File: src/rtl/sr_ff_pattern_driver.sv
// Drives an SR flip-flop through a target bit pattern (MSB first) and counts q/qbar mismatches.
// Optional macro SR_MISMATCH_STOP_EN ends the run at the first mismatching bit.
module sr_ff_pattern_driver #(
  parameter int WIDTH = 8,
  parameter int CNT_W = 6
) (
  input  logic                   clk,
  input  logic                   rst,
  input  logic                   start,
  input  logic [WIDTH-1:0]       pattern,
  output logic                   s,
  output logic                   r,
  input  logic                   q_fb,
  input  logic                   qbar_fb,
  output logic                   busy,
  output logic                   done,
  output logic                   err,
  output logic [CNT_W-1:0]       err_count,
  output logic [$clog2(WIDTH):0] bit_idx,
  output logic [1:0]             dbg_state
);

  localparam int IDXW = $clog2(WIDTH) + 1;
  localparam logic [IDXW-1:0] IDX_TOP = IDXW'(WIDTH - 1);

  localparam logic [1:0] ST_IDLE  = 2'd0;
  localparam logic [1:0] ST_DRIVE = 2'd1;
  localparam logic [1:0] ST_CHECK = 2'd2;
  localparam logic [1:0] ST_DONE  = 2'd3;

  // start is a level sampled only in IDLE (no ready); done is a one-cycle pulse in DONE.
  logic [1:0]       r_state;
  logic [WIDTH-1:0] r_shift;
  logic             r_s;
  logic             r_r;
  logic             r_busy;
  logic             r_done;
  logic             r_err;
  logic [CNT_W-1:0] r_err_count;
  logic [IDXW-1:0]  r_bit_idx;

  logic             w_t_cur;
  logic [WIDTH-1:0] w_shift_nxt;
  logic             w_t_nxt;
  logic             w_last;
  logic             w_mismatch;
  logic             w_stop;

  assign w_t_cur     = r_shift[WIDTH-1];
  assign w_shift_nxt = r_shift << 1;
  assign w_t_nxt     = w_shift_nxt[WIDTH-1];
  assign w_last      = (r_bit_idx == '0);

  // Written as "match clears mismatch" so an unknown feedback counts as a mismatch.
  always_comb begin
    w_mismatch = 1'b1;
    if ((q_fb == w_t_cur) && (qbar_fb == ~q_fb)) w_mismatch = 1'b0;
  end

`ifdef SR_MISMATCH_STOP_EN
  assign w_stop = w_last | w_mismatch;
`else
  assign w_stop = w_last;
`endif

  always_ff @(posedge clk) begin
    if (rst) begin
      r_state     <= ST_IDLE;
      r_shift     <= '0;
      r_s         <= 1'b0;
      r_r         <= 1'b0;
      r_busy      <= 1'b0;
      r_done      <= 1'b0;
      r_err       <= 1'b0;
      r_err_count <= '0;
      r_bit_idx   <= IDX_TOP;
    end else begin
      // Excitation is loaded on entry to DRIVE so the flop sees it for exactly one edge.
      r_s    <= 1'b0;
      r_r    <= 1'b0;
      r_done <= 1'b0;
      case (r_state)
        ST_IDLE: begin
          if (start) begin
            r_shift     <= pattern;
            r_err       <= 1'b0;
            r_err_count <= '0;
            r_bit_idx   <= IDX_TOP;
            r_s         <= pattern[WIDTH-1] & ~q_fb;
            r_r         <= ~pattern[WIDTH-1] & q_fb;
            r_busy      <= 1'b1;
            r_state     <= ST_DRIVE;
          end
        end
        ST_DRIVE: r_state <= ST_CHECK;
        ST_CHECK: begin
          if (w_mismatch) begin
            r_err <= 1'b1;
            if (!(&r_err_count)) r_err_count <= r_err_count + 1'b1;
          end
          if (w_stop) begin
            r_done  <= 1'b1;
            r_state <= ST_DONE;
          end else begin
            r_bit_idx <= r_bit_idx - 1'b1;
            r_shift   <= w_shift_nxt;
            r_s       <= w_t_nxt & ~q_fb;
            r_r       <= ~w_t_nxt & q_fb;
            r_state   <= ST_DRIVE;
          end
        end
        default: begin
          r_busy  <= 1'b0;
          r_state <= ST_IDLE;
        end
      endcase
    end
  end

  assign s         = r_s;
  assign r         = r_r;
  assign busy      = r_busy;
  assign done      = r_done;
  assign err       = r_err;
  assign err_count = r_err_count;
  assign bit_idx   = r_bit_idx;
  assign dbg_state = r_state;

endmodule

File: config.mk
export PLATFORM = sky130hd
export DESIGN_NAME = sr_ff_pattern_driver
export DESIGN_NICKNAME = d
export VERILOG_FILES = /design/src/rtl/sr_ff_pattern_driver.sv
export SDC_FILE = /design/constraint.sdc
export NUM_CORES = 1
export LEC_CHECK = 0
export ABC_CLOCK_PERIOD_IN_PS = 3400
export BUFFER_PORTS_ARGS = -buffer_cell sky130_fd_sc_hd__clkbuf_2
export CORE_ASPECT_RATIO = 0.7
export CORE_MARGIN = 8
export CORE_UTILIZATION = 30
export CTS_CLUSTER_SIZE = 12
export DETAILED_ROUTE_END_ITERATION = 10
export HOLD_SLACK_MARGIN = 0.1
export PLACE_DENSITY_LB_ADDON = 0.08
export SYNTH_ARGS = -nofsm -noshare
export SYNTH_HDL_FRONTEND = slang
export SYNTH_SLANG_ARGS = --single-unit
export TNS_END_PERCENT = 50
File: constraint.sdc
create_clock -name clk -period 3.4 [get_ports clk]
set_input_delay 0.34 -clock clk [delete_from_list [all_inputs] [get_ports clk]]
set_output_delay 0.34 -clock clk [all_outputs]
set_load 0.01 [all_outputs]
==> run metrics, run 1 <==
GR Layer Usage met3=0.0335; hold buffers post-CTS=0; maxcap violations=0; Yosys cell types=32; # placed instances=around 210; RePlAce Congestion=~0.7; CP peak stage delay=0.49 ns; met2 usage=0.153; cell area after synthesis=~0.0012 mm²; Area contributors post-synth=dfxtp_1, nor2_1, mux2i_1; Die Y=around 70 µm; register area=~500 µm²; total wire length=around 3200 µm; clock root buffer master=clkbuf_8; fmax=a little under 0.5 GHz; worst rel slew slack=0.638; Chip Width=about 93 µm; Crit-path slowest cell=ha_1; cells after synthesis=140; Syn-to-layout area delta=17.4%; Filler cells=around 430; Worst setup EP type=flip-flop; leak pwr=~0.62 nW; number of CTS-inserted buffers=3; Min-Delay Startpoint=q_fb; Setup TNS Final=0 ns; wire length of the first global-routing pass=5380 µm; RSZ-0062 raised after global routing=false; crit path from=dbg_state[0]; Final period util=0.604; Placed Area=~0.0014 mm²; Net Count, Synth=around 160; Avg Cell Area, Syn=just under 9 µm²; Final Setup Violations=0; global route overflow=0; largest net degree at the start of global routing=26; clk buf depth=2; Final ANT Viol Nets=0; Yosys warning count=0; Worst Hold Class=primary input to flip-flop; Critical path buffers and inverters=1; Final WS setup=~1.3 ns; IO buf count=29; cell taking the most area after synthesis=dfxtp_1; worst r2r src=dbg_state[0]; GRT busiest layer=met2; CP delay by family, top=adder cells; TritonRoute pass-1 iters=4; Avg Vias per Cell=a little under 5; CP startpoint kind=flip-flop; number of synthesized register bits=25; number of global-route vias before repair=1111; outcome=completed; PostCTS Resize Cnt=0; total track usage=0.101; clock skew=between 0.005 and 0.006 ns; layout cell share with drive strength beyond 1=0.229; I/O pins=30; initial antenna violation count=0; Starting Density=0.313; die area=between 0.006 and 0.007 mm²; pre-CTS WS=approximately 1.4 ns; Worst EP required=between 3 and 4 ns; Antenna Cells=0; min cycle time layout=between 2 and 2.5 ns; H-tree depth=1; number of synthesized flops with an enable pin=0; async set or reset register ratio after synthesis=0; Num Clock Sinks=25; residual DRC count=0; Seq/Total Area, Yosys=0.406; CP Max Fanout=13; total core area=roughly 0.004 mm²; CTS tree=done; DP HPWL=between 2000 and 2500 µm; top-count cell post-synth=dfxtp_1; initial drt markers=52; Synth Flop Type=dfxtp_1; Post-synth top cells=dfxtp_1, nor2_1, a21oi_1; Max IR drop VDD=roughly 0.19 mV; Final Max Slew Viols=0; worst skew pair latency=0.27 ns; FP Rows=19; cell chain of the critical path=inv_1 -> ha_1 -> mux2_4 -> and3_1 -> nand2_2 -> a221oi_2; wire per inst=approximately 15 µm; Final nets=between 150 and 200; top cell type's share of synthesized area=0.406; final instance area=roughly 0.0014 mm²; area of the multi-input gates=658 µm²; Fin. Hold Viols=0; worst-margin pin slew=between 0.5 and 0.6 ns; PwrDens=approximately 520 mW/mm²; clock-pin transition on the worst setup and hold timing paths=0.09 ns; Non-Filler Instances=between 200 and 250; worst setup path category=flip-flop to flip-flop; postcts setup bufs=0; routing usage on met1=0.131; Critical Path AT=2.24 ns; via count=about 1100
-- cell type report --
class | instances | area share
Clock inverter | 1 | 0.00345
Multi-Input combinational cell | 100 | 0.454
Clock buffer | 3 | 0.0285
Sequential cell | 25 | 0.345
Tap cell | 52 | 0.0449
Inverter | 7 | 0.0181
Timing Repair Buffer | 30 | 0.105
-- final timing paths --
kind	depth (start not counted)	slack [ns]	endpoint
max	6	1.35	err_count[2]
min	2	0.29	s
max reg2reg	6	1.35	err_count[2]
min reg2reg	2	0.48	r_shift[0]
-- power breakdown --
part / switching [W] / internal, W
logic: 0.000132 / 0.0000893
clock network: 0.0000956 / 0.0000820
registers: 0.0000231 / 0.000327
-- per-layer routing --
layer	vias to the layer above	routed length, µm
met5	-	0
met3	5	156
met1	487	1650
met4	0	40
met2	23	1330
li1	562	-
-- state kept, by name (all words and copies together), names as in the netlist --
name       count
bit_idx        4
dbg_state      2
done           1
r              1
err            1
s              1
err_count      6
busy           1
r_shift        8
-- cell families (layout without fill, tap and decap cells) --
family | count (synthesis) | after routing | share of synthesized area
simple gates | 58 | 58 | 0.260
compound gates | 30 | 30 | 0.165
flops | 25 | 25 | 0.406
buf+inv | 15 | 41 | 0.0609
mux | 7 | 7 | 0.0609
fa+ha+maj | 4 | 4 | 0.0406
xor+xnor | 1 | 1 | 0.00710
-- through the flow --
| stage | total power [W] | utilization | hold WS (ns) |
|---|---|---|---|
| after floorplan | 0.000531 | - | 0.417 |
| after global placement | 0.000574 | 0.355 | 0.462 |
| after detailed placement | 0.000581 | 0.355 | 0.464 |
| after CTS | 0.000763 | 0.367 | 0.286 |
| after global routing | 0.000804 | 0.367 | 0.299 |
| final | 0.000749 | 0.367 | 0.288 |
-- cells in the final DEF (no fill, tap or decap), types with 3 or more instances in the layout --
cell type   n
clkbuf_2   29
dfxtp_1    25
nor2_1     17
a21oi_1    10
a211oi_1    8
inv_1       7
nor3_1      7
mux2i_1     6
nand2_1     6
nand3_1     6
and3_1      6
o21ai_0     4
ha_1        4
o21bai_1    3
clkbuf_8    3
Note: power is estimated with default switching activity, not from simulation.
==> run 2: changes to the inputs <==
Settings changed: ABC_CLOCK_PERIOD_IN_PS 3400 to 1950.
Clock period 3.4 ns to 1.95 ns, I/O delays scaled along.
==> run 2 against run 1 <==
  * Sequential share of layout area is 0.38 points lower
  * Hold slack worse by 0.15 ns
  * Clock power is 73% higher
  * First-iteration DRC count is 56% lower
  * Sequential cell count stayed put
  * Sequential power is 75% higher
  * Maximum frequency is 14% higher
  * Die area stayed put
  * Critical path depth stayed put
  * Setup slack worse by 1.2 ns
  * Via count is 1.5% lower
  * Cell count is 0.92% higher
  * Critical endpoint is now err_count[5]
  * Largest cell class unchanged
  * Largest power group unchanged
  * Highest routed layer unchanged
==> run metrics, run 2 (same netlist as run 1, synthesis figures left out) <==
IO buf count=29; hold buffers post-CTS=0; DP HPWL=roughly 2200 µm; clock root buffer master=clkbuf_8; clk buf depth=2; wire length of the first global-routing pass=around 5200 µm; number of CTS-inserted buffers=3; FP Rows=19; H-tree depth=1; Antenna Cells=0; min cycle time layout=around 1.8 ns; layout cell share with drive strength beyond 1=0.244; global route overflow=0; CP peak stage delay=slightly above 0.4 ns; Final Max Slew Viols=0; most frequent cells in the layout=clkbuf_2, dfxtp_1, nor2_1, a21oi_1, a211oi_1; largest net degree at the start of global routing=26; fmax=0.554 GHz; initial antenna violation count=0; Final nets=186; Non-Filler Instances=220; total wire length=between 2000 and 3000 µm; # placed instances=approximately 220; Crit-path slowest cell=dfxtp_1; Final Setup Violations=0; number of global-route vias before repair=1083; Die Y=between 60 and 70 µm; TritonRoute pass-1 iters=5; Num Clock Sinks=25; postcts setup bufs=0; Final period util=0.926; Syn-to-layout area delta=18.8%; Max IR drop VDD=just under 0.4 mV; Final WS setup=around 0.15 ns; Filler cells=426; Worst setup EP type=flip-flop; total track usage=0.0981; PostCTS Resize Cnt=0; Setup TNS Final=0 ns; worst rel slew slack=0.642; worst-margin pin slew=0.537 ns; die area=between 0.006 and 0.007 mm²; RSZ-0062 raised after global routing=false; Final ANT Viol Nets=0; outcome=completed; wire per inst=13.6 µm; CP startpoint kind=flip-flop; commonest non-fill, non-tap cell in the layout=clkbuf_2; residual DRC count=0; worst hold margin=about 0.14 ns; leak pwr=0.631 nW; Worst EP required=2.09 ns; CP Max Fanout=9; cell chain of the critical path=inv_1 -> ha_1 -> mux2_4 -> and3_2 -> a41oi_1 -> nor3_1; final instance area=around 0.0015 mm²; clock skew=between 0.004 and 0.005 ns; Worst Hold Class=primary input to flip-flop; worst skew pair latency=between 0.2 and 0.3 ns; I/O pins=30; Avg Vias per Cell=a little under 5; initial drt markers=23; worst setup path category=flip-flop to flip-flop; maxcap violations=0; Largest register FFs=8; Fin. Hold Viols=0; PwrDens=893 mW/mm²; CTS tree=done; Critical Path AT=1.94 ns; total core area=0.00395 mm²; pre-CTS WS=roughly 0.13 ns; Top reg by flops=r_shift; Placed Area=0.00142 mm²; Chip Width=92.6 µm; clock-pin transition on the worst setup and hold timing paths=0.09 ns; RePlAce Congestion=about 0.75; via count=about 1100; Starting Density=0.313
## run 2: changes by cell type in the layout (fill, tap and decap cells not counted), sizes merged
cell | before | now
buf | 1 | 3
## run 2: where the power goes
group	leakage (nW)	switching, W	internal (W)
clock	0.0255	0.000166	0.000143
sequential	0.204	0.0000417	0.000570
combinational	0.401	0.000229	0.000159
total	0.631	0.000436	0.000872
## run 2: per-stage QoR
| step | power [W] | util |
|---|---|---|
| global placement | 0.00100 | 0.359 |
| detailed placement | 0.00102 | 0.359 |
| global route | 0.00141 | 0.371 |
| floorplan | 0.000925 | - |
| CTS | 0.00133 | 0.371 |
| finish | 0.00131 | 0.371 |
## run 2: per-layer routing
metal | track usage | up-vias | part of all wire
li1 | - | 561 | -
met1 | 0.124 | 478 | 0.52
met2 | 0.149 | 20 | 0.41
met3 | 0.0368 | 2 | 0.061
met4 | 0.0320 | 0 | 0.013
met5 | 0 | - | 0
## run 2: final timing paths
kind	cells past startpoint	slack, ns	from	end
setup reg to reg	6	0.15	dbg_state[0]	err_count[5]
setup / recovery	6	0.15	dbg_state[0]	err_count[5]
hold reg to reg	2	0.48	r_shift[0]	r_shift[0]
hold / removal	2	0.14	q_fb	s
## run 2: critical path: cells and delay by family, from the launching register on
kind            cells  cell delay, ns
mux                 1            0.36
flops               1            0.41
simple gates        2            0.33
compound gates      1            0.23
buf+inv             1            0.08
fa+ha+maj           1            0.27
## run 2: layout make-up
type / count / area [µm²] / share of cell area
multi-input cells: 100 / 659 / 0.450
flip-flops and latches: 25 / 500 / 0.342
repair buffers: 32 / 168 / 0.114
well taps: 52 / 65.1 / 0.0444
clock buffers: 3 / 41.3 / 0.0282
inverters: 7 / 26.3 / 0.0179
clock inverters: 1 / 5.00 / 0.00342
